--- config.mk ---
export PLATFORM = sky130hd
export DESIGN_NAME = vinstru_seq
export DESIGN_NICKNAME = d
export VERILOG_FILES = /design/src/rtl/vinstru_seq.sv
export SDC_FILE = /design/constraint.sdc
export NUM_CORES = 1
export LEC_CHECK = 0
export BUFFER_PORTS_ARGS = -buffer_cell sky130_fd_sc_hd__buf_2
export CORE_ASPECT_RATIO = 1.1
export CORE_MARGIN = 1
export CORE_UTILIZATION = 45
export DETAILED_ROUTE_END_ITERATION = 8
export PLACE_DENSITY = 0.68
export SYNTH_ARGS = -nofsm -noshare
export SYNTH_HDL_FRONTEND = slang
export SYNTH_SLANG_ARGS = --single-unit
--- constraint.sdc ---
create_clock -name clk -period 8.45 [get_ports clk]
set_input_delay 0.845 -clock clk [delete_from_list [all_inputs] [get_ports clk]]
set_output_delay 0.845 -clock clk [all_outputs]
set_load 0.02 [all_outputs]
--- src/rtl/vinstru_seq.sv ---
// Acquisition scheduler: runs N captures into successive BRAM pages, sequencing vinstru reset/run/done.
// Optional build macro VINSTRU_SEQ_TIMEOUT_EN adds a per-capture done timeout (err_timeout).
module vinstru_seq #(
  parameter int RST_CYCLES = 4,
  parameter int PAGE_BITS  = 2
) (
  input  logic                 clk,
  input  logic                 reset,
  input  logic                 start,
  input  logic                 abort,
  input  logic [15:0]          num_acq,
  input  logic [31:0]          gap_cycles,
  input  logic [31:0]          timeout_cycles,
  output logic                 vinstru_run,
  output logic                 vinstru_reset,
  input  logic                 vinstru_done,
  output logic [PAGE_BITS-1:0] page_idx,
  output logic [15:0]          acq_count,
  output logic                 busy,
  output logic                 seq_done,
  output logic                 aborted,
  output logic                 err_timeout
);

  localparam int RCW = (RST_CYCLES > 1) ? $clog2(RST_CYCLES) : 1;
  localparam logic [RCW-1:0] RST_LAST = RCW'(RST_CYCLES - 1);

  typedef enum logic [2:0] {
    IDLE      = 3'd0,
    CLEAR     = 3'd1,
    ARM       = 3'd2,
    WAIT_DONE = 3'd3,
    RELEASE   = 3'd4,
    GAP       = 3'd5,
    FINISH    = 3'd6,
    ABORT     = 3'd7
  } state_t;

  state_t               state_q, state_d;
  logic                 run_q, run_d;
  logic                 vrst_q, vrst_d;
  logic [PAGE_BITS-1:0] page_q, page_d;
  logic [15:0]          count_q, count_d;
  logic                 busy_q, busy_d;
  logic                 seq_done_q, seq_done_d;
  logic                 aborted_q, aborted_d;
  logic [15:0]          num_q, num_d;
  logic [31:0]          gap_q, gap_d;
  logic [31:0]          gap_cnt_q, gap_cnt_d;
  logic [RCW-1:0]       rst_cnt_q, rst_cnt_d;
  logic [15:0]          count_inc_s;
  logic                 abortable_s;
  logic                 take_timeout_s;

  assign count_inc_s = count_q + 16'd1;
  // FINISH and ABORT are already on their way to IDLE, so a late abort changes nothing there
  assign abortable_s = (state_q == CLEAR) || (state_q == ARM) || (state_q == WAIT_DONE) ||
                       (state_q == RELEASE) || (state_q == GAP);

`ifdef VINSTRU_SEQ_TIMEOUT_EN
  logic [31:0] tmo_q, tmo_d;
  logic [31:0] tmo_cnt_q, tmo_cnt_d;
  logic        err_q, err_d;

  // Done-wait watchdog: counts WAIT_DONE cycles and flags expiry unless abort or done wins
  always_comb begin
    tmo_d          = tmo_q;
    tmo_cnt_d      = tmo_cnt_q;
    err_d          = err_q;
    take_timeout_s = 1'b0;
    if ((state_q == IDLE) && start) begin
      tmo_d = timeout_cycles;
      err_d = 1'b0;
    end else if (state_q == ARM) begin
      tmo_cnt_d = 32'd0;
    end else if (state_q == WAIT_DONE) begin
      tmo_cnt_d = tmo_cnt_q + 32'd1;
      if (!abort && !vinstru_done && (tmo_q != 32'd0) && (tmo_cnt_q == tmo_q - 32'd1)) begin
        take_timeout_s = 1'b1;
        err_d          = 1'b1;
      end else begin
        take_timeout_s = 1'b0;
      end
    end else begin
      tmo_cnt_d = tmo_cnt_q;
    end
  end

  assign err_timeout = err_q;
`else
  logic unused_tmo_s;
  assign unused_tmo_s   = ^timeout_cycles;
  assign take_timeout_s = 1'b0;
  assign err_timeout    = 1'b0;
`endif

  // Sequencer next-state and registered-output logic
  always_comb begin
    state_d    = state_q;
    run_d      = run_q;
    vrst_d     = vrst_q;
    page_d     = page_q;
    count_d    = count_q;
    busy_d     = busy_q;
    seq_done_d = 1'b0;
    aborted_d  = aborted_q;
    num_d      = num_q;
    gap_d      = gap_q;
    gap_cnt_d  = gap_cnt_q;
    rst_cnt_d  = rst_cnt_q;
    if ((abort && abortable_s) || take_timeout_s) begin
      state_d   = ABORT;
      run_d     = 1'b0;
      vrst_d    = 1'b1;
      rst_cnt_d = '0;
    end else begin
      case (state_q)
        IDLE: begin
          if (start) begin
            num_d     = num_acq;
            gap_d     = gap_cycles;
            count_d   = 16'd0;
            page_d    = '0;
            aborted_d = 1'b0;
            if (num_acq == 16'd0) begin
              state_d    = FINISH;
              seq_done_d = 1'b1;
            end else begin
              state_d   = CLEAR;
              busy_d    = 1'b1;
              vrst_d    = 1'b1;
              rst_cnt_d = '0;
            end
          end else begin
            state_d = IDLE;
          end
        end
        CLEAR: begin
          if (rst_cnt_q == RST_LAST) begin
            state_d = ARM;
            vrst_d  = 1'b0;
          end else begin
            rst_cnt_d = rst_cnt_q + RCW'(1'b1);
          end
        end
        ARM: begin
          if (!vinstru_done) begin
            state_d = WAIT_DONE;
            run_d   = 1'b1;
          end else begin
            run_d = 1'b0;
          end
        end
        WAIT_DONE: begin
          if (vinstru_done) begin
            state_d = RELEASE;
            run_d   = 1'b0;
          end else begin
            run_d = 1'b1;
          end
        end
        RELEASE: begin
          if (!vinstru_done) begin
            count_d = count_inc_s;
            if (count_inc_s == num_q) begin
              state_d    = FINISH;
              busy_d     = 1'b0;
              seq_done_d = 1'b1;
            end else begin
              state_d   = GAP;
              page_d    = page_q + PAGE_BITS'(1'b1);
              gap_cnt_d = 32'd0;
            end
          end else begin
            state_d = RELEASE;
          end
        end
        GAP: begin
          // A zero gap still spends one cycle here
          if ((gap_q == 32'd0) || (gap_cnt_q == gap_q - 32'd1)) begin
            state_d   = CLEAR;
            vrst_d    = 1'b1;
            rst_cnt_d = '0;
          end else begin
            gap_cnt_d = gap_cnt_q + 32'd1;
          end
        end
        FINISH: begin
          state_d = IDLE;
        end
        ABORT: begin
          if (rst_cnt_q == RST_LAST) begin
            state_d   = IDLE;
            vrst_d    = 1'b0;
            busy_d    = 1'b0;
            aborted_d = 1'b1;
          end else begin
            rst_cnt_d = rst_cnt_q + RCW'(1'b1);
          end
        end
        default: begin
          state_d = IDLE;
          run_d   = 1'b0;
          vrst_d  = 1'b0;
          busy_d  = 1'b0;
        end
      endcase
    end
  end

  // State and output registers with synchronous reset
  always_ff @(posedge clk) begin
    if (reset) begin
      state_q    <= IDLE;
      run_q      <= 1'b0;
      vrst_q     <= 1'b0;
      page_q     <= '0;
      count_q    <= 16'd0;
      busy_q     <= 1'b0;
      seq_done_q <= 1'b0;
      aborted_q  <= 1'b0;
      num_q      <= 16'd0;
      gap_q      <= 32'd0;
      gap_cnt_q  <= 32'd0;
      rst_cnt_q  <= '0;
`ifdef VINSTRU_SEQ_TIMEOUT_EN
      tmo_q      <= 32'd0;
      tmo_cnt_q  <= 32'd0;
      err_q      <= 1'b0;
`endif
    end else begin
      state_q    <= state_d;
      run_q      <= run_d;
      vrst_q     <= vrst_d;
      page_q     <= page_d;
      count_q    <= count_d;
      busy_q     <= busy_d;
      seq_done_q <= seq_done_d;
      aborted_q  <= aborted_d;
      num_q      <= num_d;
      gap_q      <= gap_d;
      gap_cnt_q  <= gap_cnt_d;
      rst_cnt_q  <= rst_cnt_d;
`ifdef VINSTRU_SEQ_TIMEOUT_EN
      tmo_q      <= tmo_d;
      tmo_cnt_q  <= tmo_cnt_d;
      err_q      <= err_d;
`endif
    end
  end

  assign vinstru_run   = run_q;
  assign vinstru_reset = vrst_q;
  assign page_idx      = page_q;
  assign acq_count     = count_q;
  assign busy          = busy_q;
  assign seq_done      = seq_done_q;
  assign aborted       = aborted_q;

endmodule

## Word-level counts from Yosys, hierarchy flattened

Index checks and enable logic that the tools add are counted.

- Mux-type cells: 45
- Divide/modulo/power cells: 0
- Reduce and logical (&&, ||, !) cells: 27
- Shift operators: 0
- Bitwise logic cells: 1
- Eq/ne operators: 27
- $lt $le $gt $ge: 0
- $mul: 0
- $add $sub $neg: 5

Operators with widths:

| operator | count |
|---|---|
| two-way mux 32 bit | 3 |
| one-hot mux 32 bit (2 select lines) | 1 |
| adder 32 x 1 -> 32 bit, second input constant | 1 |
| == test 32 bit | 1 |
| zero test 32 bit | 1 |
| two-way mux 16 bit | 2 |
| one-hot mux 16 bit (2 select lines) | 1 |
| subtractor 32 x 1 -> 32 bit, second input constant | 1 |
| two-way mux 3 bit | 9 |
| AND reduction 5 bit | 5 |
| one-hot mux 3 bit (8 select lines) | 1 |
| adder 16 x 1 -> 16 bit, second input constant | 1 |
| == test 16 bit | 1 |
| zero test 16 bit | 1 |
| two-way mux 2 bit | 8 |
| two-way mux 1 bit | 14 |
| != test 2 bit, second input constant | 7 |
| == test 3 bit, second input constant | 4 |
| != test 3 x 1 -> 1 bit, second input constant | 3 |
| != test 3 bit, second input constant | 3 |
| AND reduction 4 bit | 2 |
| AND reduction 7 bit | 1 |
| == test 3 x 2 -> 1 bit, second input constant | 2 |
| != test 3 x 2 -> 1 bit, second input constant | 2 |
| 17 further kinds | 30 |

- Word-level logic and storage cells: 117
- Bits in registers: 108
- Memory bits (writable): 0
- Output and inout port bits: 24
- Bits of input ports: 85
- Memories: 0
- Memory bits (read-only): 0
- Bits in latches: 0

## Depth between registers and ports, before layout

- Depth in word-level cells: 8
- Depth in mapped cells: 14
- Mapped depth without buffers: 12

## Least setup slack after synthesis

OpenSTA, ideal clock, no wires.

- Kind: reg-to-reg
- From: register count_q[0] (netlist: acq_count[0])
- To: register gap_cnt_q[21]
- Slack: 5.200 ns
- Data required time: 8.314 ns
- Arrival: 3.114 ns
- Library setup time: 0.136 ns
- Buffers on the path: 2
- Stages on the path, launching flop included: 14
- Clock period less this slack: 3.250 ns
- Cells stage by stage: dfxtp_1 > ha_1 > nand4_2 > or4_4 > xnor2_1 > o32ai_1 > nor4_2 > nand2b_1 > buf_4 > and2_4 > o211ai_4 > buf_6 > or3_1 > a21oi_2

- Cells in the longest elaborated chain, start to end: 4

Ends and longest elaborated chain:

| what | RTL line | text |
|---|---|---|
| from (decl) | 43 | `logic [15:0] count_q, count_d;` |
| from (signal assigned) | 236 | `count_q <= count_d;` |
| adder 16 x 1 -> 16 bit | 55 | `assign count_inc_s = count_q + 16'd1;` |
| == test 16 bit | 165 | `if (count_inc_s == num_q) begin` |
| != test 2 bit (no line) | - |  |
| AND reduction 5 bit (no line) | - |  |
| to (signal assigned) | 242 | `gap_cnt_q <= gap_cnt_d;` |
| to (decl) | 49 | `logic [31:0] gap_cnt_q, gap_cnt_d;` |

Every way passes these cells.
A chain may end at the register's enable or synchronous reset.

## Worst setup path after layout

Same ends and word-level chain as after synthesis.

==> impl_metrics.sql <==
INSERT INTO impl_metrics (metric_group, metric, value, unit) VALUES
('status', 'status', 'complete, no violations', ''),
('finish', 'areaGrowthSynthToFinish', '9.324', '%'),
('yosys', 'synth.largest_area_cell', 'sky130_fd_sc_hd__dfxtp_1', ''),
('floorplanning', 'std_cell_rows', '46', ''),
('sta', 'timing.fmax', '244.2', 'MHz'),
('clock_network', 'cts_sinks', '108', ''),
('power_and_ir_drop', 'cell_internal_pwr', '1.101', 'mW'),
('detailed_routing', 'route.vias.total', '6315', ''),
('power_and_ir_drop', 'ir_drop', '0.1289', 'mV'),
('floorplanning', 'dieWidth', '119.6', 'µm'),
('detailed_routing', 'drc', '0', ''),
('floorplanning', 'core_area', '14620', 'µm²'),
('power_and_ir_drop', 'p_per_area', '252.8', 'nW/µm²'),
('detailed_routing', 'first_iter_violations', '337', ''),
('sta', 'min_period', '4.096', 'ns'),
('finish', 'layout_cell_share_with_drive_strength_beyond_1', '16.99', '%'),
('yosys', 'count_of_different_cell_masters_after_synthesis', '79', ''),
('finish', 'num-nets-final', '1009', ''),
('place', 'pre_cts_worst_setup_slack', '4.377', 'ns'),
('setup_path', 'cp-end-kind', 'register', ''),
('sta', 'hold_slack', '0.4682', 'ns'),
('sta', 'fin_ws', '4.354', 'ns'),
('yosys', 'postSynth.topFlopCell', 'sky130_fd_sc_hd__dfxtp_1', ''),
('finish', 'insertedDiodeCount', '0', ''),
('finish', 'finalInstanceArea', '7482', 'µm²'),
('global_route', 'globalRouteTotalUtil', '22.55', '%'),
('worst_hold_path', 'hp-start', 'num_q[15]', ''),
('clock_network', 'worst_setup_hold_path_clk_slew', '0.07', 'ns'),
('global_route', 'antenna_found_initial', '0', ''),
('sta', 'max_slew_headroom', '28.98', '%'),
('clock_network', 'cts_tree', 'built', ''),
('sta', 'report.final.hold_viol_count', '0', ''),
('power_and_ir_drop', 'power.net_switching', '0.7907', 'mW'),
('yosys', 'syn-instance-count', '887', ''),
('flow_run', 'maxCapViolCount', '0', ''),
('floorplanning', 'floorplan.io_pins', '109', ''),
('setup_path', 'worst-endpoint-arrival', '4.33', 'ns'),
('clock_network', 'clock_tree.root_cell', 'sky130_fd_sc_hd__clkbuf_16', ''),
('setup_path', 'reg2reg_setup_slack', '4.35', 'ns'),
('power_and_ir_drop', 'proportion_of_power_drawn_by_combinational_gates', '42.9', '%'),
('sta', 'setup_violations', '0', ''),
('setup_path', 'path_max_fanout', '27', ''),
('yosys', 'synth_sequential_area_ratio', '31.59', '%'),
('floorplanning', 'floorplan.initialDensity', '46.82', '%'),
('sta', 'setup_tns', '0', 'ns'),
('yosys', 'ys_top_cells_by_area', 'sky130_fd_sc_hd__dfxtp_1 32%, sky130_fd_sc_hd__nand2_1 9.0%, sky130_fd_sc_hd__a21oi_1 6.9%', ''),
('detailed_routing', 'routed_wl', '17.44', 'mm'),
('clock_network', 'htree_levels', '3', ''),
('detailed_routing', 'vias_per_cell', '5.659', ''),
('detailed_routing', 'detailedRoute.firstPassIterationCount', '4', ''),
('sta', 'fin_crit_sh', '48.47', '%'),
('sta', 'worst_slew_pin_slew', '1.062', 'ns'),
('setup_path', 'worst_r2r_path_depth', '11', ''),
('yosys', 'synth.net_count', '977', ''),
('place', 'hpwl', '12.36', 'mm'),
('clock_network', 'postCtsSetupBuffers', '0', ''),
('sta', 'report.final.slew_viol_count', '0', ''),
('place', 'port_buf_inserts', '75', ''),
('yosys', 'synth.ff_latch_count', '108', ''),
('sta', 'worst_clock_skew', '0.01027', 'ns'),
('clock_network', 'cts-resized-gates', '0', ''),
('global_route', 'overflow', '0', ''),
('global_route', 'grt_first_pass_wirelength', '28.72', 'mm'),
('finish', 'final_cell_mix', '163 x sky130_fd_sc_hd__nand2_1, 108 x sky130_fd_sc_hd__dfxtp_1, 95 x sky130_fd_sc_hd__a21oi_1, 75 x sky130_fd_sc_hd__buf_2, 61 x sky130_fd_sc_hd__nor2_1', ''),
('sta', 'rsz_0062_raised_after_global_routing', 'no', ''),
('power_and_ir_drop', 'sequentialPowerShare', '36.1', '%'),
('clock_network', 'clock_latency', '0.36', 'ns'),
('worst_hold_path', 'timing.hold.worst.class', 'register to register', ''),
('setup_path', 'timing.setup.critical_path_class', 'register to register', ''),
('power_and_ir_drop', 'clkPwrFrac', '21.0', '%'),
('worst_hold_path', 'hold-path-endpoint', 'num_q[15]', '');
## worst max-delay path: stages (launching register included)
cell and delay (ns):
sky130_fd_sc_hd__dfxtp_1 0.51, sky130_fd_sc_hd__ha_1 0.37, sky130_fd_sc_hd__nand4_2 0.22, sky130_fd_sc_hd__or4_4 0.61, sky130_fd_sc_hd__xnor2_1 0.15, sky130_fd_sc_hd__o32ai_1 0.11, sky130_fd_sc_hd__nor4_2 0.39, sky130_fd_sc_hd__nand2b_1 0.28
sky130_fd_sc_hd__and2_4 0.27, sky130_fd_sc_hd__o211ai_4 0.77, sky130_fd_sc_hd__or3_1 0.23, sky130_fd_sc_hd__a21oi_2 0.06
## state kept, by name, indices dropped and copies added, names as in the netlist, 2 cells and up
| signal | flops |
|---|---|
| gap_q | 32 |
| num_q | 16 |
| page_idx | 2 |
| state_q | 3 |
| acq_count | 16 |
| rst_cnt_q | 2 |
| gap_cnt_q | 32 |
## layer usage
layer | global-route usage (%) | share of wire (%) | vias up | routed length (µm)
li1 | - | - | 3215 | -
met4 | 7.292 | 1.7 | 0 | 303
met1 | 29.35 | 46 | 2945 | 8076
met5 | 0 | 0 | - | 0
met3 | 2.734 | 3.5 | 19 | 617
met2 | 38.38 | 48 | 136 | 8440
## cells in the mapped netlist, types with 4 or more instances
cell	number
sky130_fd_sc_hd__a21o_1	6
sky130_fd_sc_hd__inv_1	16
sky130_fd_sc_hd__o211ai_1	4
sky130_fd_sc_hd__ha_1	5
sky130_fd_sc_hd__xnor2_1	41
sky130_fd_sc_hd__mux2i_1	10
sky130_fd_sc_hd__o31a_1	4
sky130_fd_sc_hd__nor2_1	61
sky130_fd_sc_hd__o21ai_2	14
sky130_fd_sc_hd__nor3_1	25
sky130_fd_sc_hd__a211oi_1	8
sky130_fd_sc_hd__and4_1	7
sky130_fd_sc_hd__dfxtp_1	108
sky130_fd_sc_hd__or4_1	6
sky130_fd_sc_hd__buf_4	4
sky130_fd_sc_hd__and3_1	7
sky130_fd_sc_hd__nand3_1	24
sky130_fd_sc_hd__and2_1	5
sky130_fd_sc_hd__nor4_1	22
sky130_fd_sc_hd__clkbuf_1	36
sky130_fd_sc_hd__xor2_1	20
sky130_fd_sc_hd__nor2b_1	7
sky130_fd_sc_hd__nand2b_1	11
sky130_fd_sc_hd__nand4_1	18
sky130_fd_sc_hd__nand2_1	164
sky130_fd_sc_hd__a21oi_1	95
sky130_fd_sc_hd__a31o_1	5
sky130_fd_sc_hd__or3_1	20
sky130_fd_sc_hd__nor4_2	7
sky130_fd_sc_hd__o21ai_0	22
sky130_fd_sc_hd__a21oi_2	13
sky130_fd_sc_hd__nand3b_1	6
sky130_fd_sc_hd__a31oi_1	5
sky130_fd_sc_hd__buf_6	4
sky130_fd_sc_hd__buf_2	11
## power groups by stage
stage	clock (mW)	combinational, mW	sequential (mW)
finish	0.397	0.811	0.683
global route	0.426	0.901	0.696
CTS	0.404	0.813	0.682
detailed placement	0	0.810	0.693
global placement	0	0.801	0.692
floorplan	0	0.681	0.640
## how the worst max path moves through the flow
stage,start,endpoint,slack (ns),depth (start not counted)
final,acq_count[0],gap_cnt_q[21],4.35,11
after global placement,acq_count[0],gap_cnt_q[19],4.45,11
after CTS,acq_count[0],gap_cnt_q[21],4.36,11
after global routing,acq_count[0],gap_cnt_q[13],4.08,11
after detailed placement,acq_count[0],gap_cnt_q[19],4.38,11
after floorplan,acq_count[0],gap_cnt_q[21],5.20,13
## area by class of cell
cell class | instances | area, µm²
Clock buffer | 11 | 232.7
Clock inverter | 5 | 37.54
Fill cell | 1489 | 7137
Inverter | 16 | 60.06
Multi-Input combinational cell | 704 | 4337
Sequential cell | 108 | 2162
Tap cell | 192 | 240.2
Timing Repair Buffer | 80 | 412.9
## logic make-up after synthesis
family	after synthesis	share of synthesized area, %
adders and majority gates	6	1.060
other	1	0.05479
buffers and inverters	75	5.174
DFF	108	31.59
muxes	11	1.627
and+or+nand+nor	418	32.34
xor gates and xnor gates	62	8.044
AOI/OAI and AO/OA	206	20.11
## metrics by stage
stage          power [mW]  utilization, %  cells
3_5_place_dp        1.503           49.33   1100
5_1_grt             2.023           51.18   1116
2_1_floorplan       1.322               -    887
4_1_cts             1.899           51.18   1116
6_report            1.891           51.18   1116
3_3_place_gp        1.493           49.33   1100
Note: power is estimated with default switching activity, not from simulation.
